File: src/rtl/branch_pc_sequencer_pkg.sv
// Shared definitions for the PC sequencer: branch condition codes, FSM states
// and the width of the post-redirect bubble counter.
package branch_pc_sequencer_pkg;

    localparam logic [2:0] Funct3Beq  = 3'b000;
    localparam logic [2:0] Funct3Bne  = 3'b001;
    localparam logic [2:0] Funct3Blt  = 3'b100;
    localparam logic [2:0] Funct3Bge  = 3'b101;
    localparam logic [2:0] Funct3Bltu = 3'b110;
    localparam logic [2:0] Funct3Bgeu = 3'b111;

    // Holds FLUSH_CYCLES, which is limited to 1..7.
    localparam int unsigned BubW = 3;

    typedef enum logic [1:0] {
        StBoot,
        StRun,
        StFlush
    } state_e;

    function automatic logic [31:0] word_align(input logic [31:0] addr);
        return {addr[31:2], 2'b00};
    endfunction

endpackage

File: src/rtl/branch_cond_eval.sv
// Combinational branch-condition evaluation from funct3 and the ALU compare flags.
module branch_cond_eval
    import branch_pc_sequencer_pkg::*;
(
    input  logic [2:0] funct3,
    input  logic       zero,
    input  logic       lt,
    input  logic       ltu,
    output logic       cond
);

    always_comb begin
        cond = 1'b0;
        case (funct3)
            Funct3Beq:  cond = zero;
            Funct3Bne:  cond = ~zero;
            Funct3Blt:  cond = lt;
            Funct3Bge:  cond = ~lt;
            Funct3Bltu: cond = ltu;
            Funct3Bgeu: cond = ~ltu;
            // 010/011 are not branch encodings and never redirect.
            default:    cond = 1'b0;
        endcase
    end

endmodule

File: src/rtl/branch_pc_sequencer.sv
// Program counter owner: accepts EX redirects, inserts flush bubbles after each
// taken redirect and tracks redirect statistics / misaligned targets.
module branch_pc_sequencer
    import branch_pc_sequencer_pkg::*;
#(
    parameter logic [31:0] RESET_PC     = 32'h0000_0000,
    parameter int unsigned FLUSH_CYCLES = 2,
    parameter int unsigned CNT_W        = 16
) (
    input  logic             clk,
    input  logic             rst_n,
    input  logic             ex_valid,
    input  logic             force_jump,
    input  logic             branch,
    input  logic [2:0]       funct3,
    input  logic             zero,
    input  logic             lt,
    input  logic             ltu,
    input  logic [31:0]      target,
    input  logic             stall,
    output logic [31:0]      pc,
    output logic             fetch_valid,
    output logic             flush,
    output logic             taken,
    output logic             misalign_err,
    output logic [CNT_W-1:0] taken_cnt
);

    state_e            state_q, state_d;
    logic [31:0]       pc_q, pc_d;
    logic [BubW-1:0]   bub_q, bub_d;
    logic              taken_q, taken_d;
    logic              mis_q, mis_d;
    logic [CNT_W-1:0]  cnt_q, cnt_d;
    logic              cond;
    logic              take;

    branch_cond_eval u_cond (
        .funct3 (funct3),
        .zero   (zero),
        .lt     (lt),
        .ltu    (ltu),
        .cond   (cond)
    );

    // Only RUN accepts redirects; EX is on the wrong path while flushing.
    assign take = ex_valid & (force_jump | (branch & cond)) & (state_q == StRun);

    always_ff @(posedge clk or negedge rst_n) begin
        if (!rst_n) begin
            state_q <= StBoot;
        end else begin
            state_q <= state_d;
        end
    end

    always_comb begin
        state_d = state_q;
        unique case (state_q)
            StBoot:  state_d = StRun;
            StRun:   if (take) state_d = StFlush;
            StFlush: if (!stall && bub_q == BubW'(1)) state_d = StRun;
            default: state_d = StBoot;
        endcase
    end

    always_comb begin
        fetch_valid = (state_q != StBoot);
        flush       = (state_q == StFlush);
    end

    // Datapath: a redirect wins over stall; otherwise the PC advances on unstalled cycles.
    always_comb begin
        pc_d    = pc_q;
        bub_d   = bub_q;
        taken_d = 1'b0;
        mis_d   = mis_q;
        cnt_d   = cnt_q;
        if (take) begin
            pc_d    = word_align(target);
            bub_d   = BubW'(FLUSH_CYCLES);
            taken_d = 1'b1;
            mis_d   = mis_q | (target[1:0] != 2'b00);
            if (cnt_q != {CNT_W{1'b1}}) begin
                cnt_d = cnt_q + CNT_W'(1);
            end
        end else if (state_q != StBoot && !stall) begin
            pc_d = pc_q + 32'd4;
            if (state_q == StFlush) begin
                bub_d = bub_q - BubW'(1);
            end
        end
    end

    always_ff @(posedge clk or negedge rst_n) begin
        if (!rst_n) begin
            pc_q    <= RESET_PC;
            bub_q   <= '0;
            taken_q <= 1'b0;
            mis_q   <= 1'b0;
            cnt_q   <= '0;
        end else begin
            pc_q    <= pc_d;
            bub_q   <= bub_d;
            taken_q <= taken_d;
            mis_q   <= mis_d;
            cnt_q   <= cnt_d;
        end
    end

    assign pc           = pc_q;
    assign taken        = taken_q;
    assign misalign_err = mis_q;
    assign taken_cnt    = cnt_q;

endmodule
File: config.mk
export PLATFORM = sky130hd
export DESIGN_NAME = branch_pc_sequencer
export DESIGN_NICKNAME = d
export VERILOG_FILES = /design/src/rtl/branch_pc_sequencer_pkg.sv /design/src/rtl/branch_cond_eval.sv /design/src/rtl/branch_pc_sequencer.sv
export SDC_FILE = /design/constraint.sdc
export NUM_CORES = 1
export LEC_CHECK = 0
export ABC_CLOCK_PERIOD_IN_PS = 3100
export CAP_MARGIN = 5
export CORE_MARGIN = 2
export CORE_UTILIZATION = 45
export CTS_CLUSTER_SIZE = 40
export DETAILED_ROUTE_END_ITERATION = 10
export DONT_BUFFER_PORTS = 1
export GPL_TIMING_DRIVEN = 0
export PLACE_DENSITY = 0.65
export SLEW_MARGIN = 10
export SYNTH_ARGS = -nofsm -noshare
export SYNTH_HDL_FRONTEND = slang
export SYNTH_HIERARCHICAL = 1
export SYNTH_SLANG_ARGS = --single-unit
export TNS_END_PERCENT = 1
File: constraint.sdc
create_clock -name clk -period 3.1 [get_ports clk]
set_input_delay 0.465 -clock clk [delete_from_list [all_inputs] [get_ports clk]]
set_output_delay 0.465 -clock clk [all_outputs]
set_load 0.005 [all_outputs]
==> impl_metrics.ini <==
[outcome]
status = finished, final reports clean

[layout]
areaGrowthSynthToFinish_pct = 7.93
utilization_pct = 49.6
antennaDiodeCount = 0
nets = 362
stdcell_count = 392
drive_gt1_share_pct = 8.89
fin_area_um2 = 3100

[critical_path]
critPathCaptureType = flip-flop
start_kind = input pin
crit_path_cell_trace = mux2i_1 > xnor2_1 > a21o_1 > a21oi_1 > or3_1 > clkbuf_1 > a2111oi_0 > nand4_1 > xnor2_1
path_max_fanout = 5
worstSetupPathType = input pin to flip-flop
cpMaxStageDelayCell = a2111oi_0
slowest_delay_ns = 0.64
crit_required_ns = 3.29
crit_top_cell = xnor2_1
critPathArrivalTime_ns = 2.52

[power]
ir_drop_mv = 0.304
leakagePower_nw = 1.22
power.density_nw_per_um2 = 769

[clock_network]
cts_tree = yes
clk_pin_slew_ns = 0.10
cts_setup_buffers = 0
numCtsBuffers = 5
clk_latency_ns = 0.31
clkSinkCount = 53
cts_max_level = 2
cts_buffer_depth = 2
root_buffer = clkbuf_8

[die]
die_h_um = 83.9
die_w_um = 83.9
core_um2 = 6240
start_util_pct = 46.0
ios = 96
rows = 29
die_area_um2 = 7030

[place]
placed_area_um2 = 2970
post-dp-hpwl_um = 4740
gp_congestion = 0.857
place_inst = 383
port-buffer-count = 0

[timing]
setup-tns-final_ns = 0
drv_slew = 0
hold_violations = 0
tightest_slew_ns = 0.781
clock_skew_ns = 0.0122
rsz0062_at_grt = false
fin_hold_ws_ns = 0.000320
fin_crit_sh_pct = 75.3
period_minus_slack_ns = 2.33
setup_viol = 0
maxSlewHeadroom_pct = 46.6
fmax_mhz = 428

[synthesis]
avgSynthCellArea_um2 = 9.41
netlist_instances = 305
ys_async_sr_fraction_pct = 100
seq_area_frac_synth_pct = 46.2
synth_ff_type = dfrtp_1
syn_area_um2 = 2870
synth_edf_count = 0
yosysUniqueCellTypes = 42
yosysWarnings = 6
synth_seq_cells = 53

[global_routing]
grt_pass1_vias = 2186
grt_pass1_wl_um = 10600
grt_max_degree = 54
grt-ovfl-total = 0
grtUsageTotal_pct = 18.8
grt_antenna_before_repair = 0

[route]
dr.pass1.iters = 4
antenna_left = 0
drc_errors = 0
drtIter0Drc = 105
avgViaCountPerCell = 5.55
wire_per_inst_um = 16.5
route.vias.total = 2177
wirelength_um = 6470

[job]
maxCapViolations = 0

[hold_path]
hold_path_class = input pin to async pin
==> power by group <==
group	total, mW	internal, mW	switching (mW)
Combinational	0.642	0.324	0.319
Sequential	1.32	0.940	0.377
Clock	0.424	0.186	0.238
Total	2.38	1.45	0.933
==> Yosys cell counts (2+ instances only) <==
| master | count | area (µm²) |
|---|---|---|
| nand4_1 | 11 | 68.8 |
| and3_2 | 3 | 22.5 |
| clkbuf_1 | 5 | 18.8 |
| and3_1 | 6 | 37.5 |
| inv_1 | 9 | 33.8 |
| xor2_1 | 7 | 61.3 |
| mux2i_1 | 2 | 20.0 |
| a31oi_1 | 4 | 25.0 |
| buf_6 | 2 | 22.5 |
| nand2b_1 | 2 | 12.5 |
| buf_1 | 3 | 11.3 |
| clkbuf_8 | 4 | 55.1 |
| and4_1 | 3 | 26.3 |
| a21oi_1 | 9 | 45.0 |
| nor4_1 | 8 | 50.1 |
| or3_1 | 3 | 18.8 |
| nand2_1 | 42 | 158 |
| ha_1 | 4 | 50.1 |
| or2_2 | 2 | 12.5 |
| o21ai_0 | 27 | 135 |
| nor3_1 | 11 | 55.1 |
| nor2_1 | 19 | 71.3 |
| xnor2_1 | 36 | 315 |
| nand3_1 | 12 | 60.1 |
| buf_4 | 2 | 15.0 |
| dfrtp_1 | 53 | 1330 |
==> cell usage in the layout, fill, tap and decap left out, drive strengths merged, types with 2 or more instances in the layout <==
master  Yosys  routed
nand4      12      12
inv         9      10
or3         4       4
conb        1       2
buf         7       8
nor4        8       8
clkbuf      9      15
and4        3       3
nor2       19      19
nand2b      2       2
xnor2      36      36
dfrtp      53      53
nand3      13      13
a21oi       9       9
xor2        7       7
nand2      42      42
or2         2       2
nor3       11      11
ha          4       4
or4         2       2
a31oi       4       4
o21ai      27      27
mux2i       2       2
and3        9       9
==> sequential cells by signal, summed over array words and instances (netlist names) <==
name / cells
bub_q: 3
misalign_err: 1
pc: 30
state_q: 2
taken: 1
taken_cnt: 16
==> metal layers <==
layer  up-vias  global-route usage [%]  routed length [µm]
li1       1070                       -                   -
met1      1034                    22.6                2790
met2        64                    31.4                3210
met3         9                    7.12                 410
met4         0                    5.87                  67
met5         -                       0                   0
==> critical path, delay by kind of cell <==
kind	cells	cell delay (ns)
mux	1	0.18
buf+inv	1	0.16
compound gates	3	0.84
simple gates	2	0.57
xor+xnor	2	0.30
==> logic make-up (layout without fill, tap and decap cells) <==
group / after synthesis / after routing / synth area share [%]
other cells: 1 / 2 / 0.131
compound gates: 45 / 45 / 8.59
buf+inv: 25 / 34 / 5.45
mux: 3 / 3 / 1.09
flops: 53 / 53 / 46.2
xor+xnor: 43 / 43 / 13.1
simple gates: 131 / 131 / 23.7
fa+ha+maj: 4 / 4 / 1.74
==> path summary, 6_finish.rpt <==
check                      cells past startpoint                startpoint                   endpoint  slack [ns]
max                                            9                 funct3[1]  taken_cnt[13]$_DFFE_PN0P_        0.77
max in group asynchronous                      1                     rst_n  taken_cnt[14]$_DFFE_PN0P_        2.86
min in group clk                               2                 target[6]          pc[6]$_DFFE_PN0P_        0.27
min reg2reg                                    1  misalign_err$_DFFE_PN0P_   misalign_err$_DFFE_PN0P_        0.52
min                                            1                     rst_n          pc[9]$_DFFE_PN0P_      0.0003
max reg2reg                                    6        pc[14]$_DFFE_PN0P_         pc[30]$_DFFE_PN0P_        0.93
==> through the flow <==
stage	setup slack, ns	power (mW)
2_1_floorplan	0.741	1.76
3_3_place_gp	0.428	1.93
3_5_place_dp	0.424	1.96
4_1_cts	0.727	2.41
5_1_grt	0.524	2.57
6_report	0.766	2.38
==> cell type report <==
type                            count  area [µm²]
Multi-Input combinational cell    228        1390
Fill cell                         608        3140
Sequential cell                    53        1330
Clock inverter                      2        17.5
Tap cell                           77        96.3
Buffer                             16         123
Clock buffer                        6        82.6
Timing Repair Buffer                1        27.5
Inverter                            9        33.8
==> what timing repair did <==
item	in CTS	in global routing
resized for setup	0	0
hold endpoints to repair	53	0
hold buffers	1	0
Note: power is estimated with default switching activity, not from simulation.
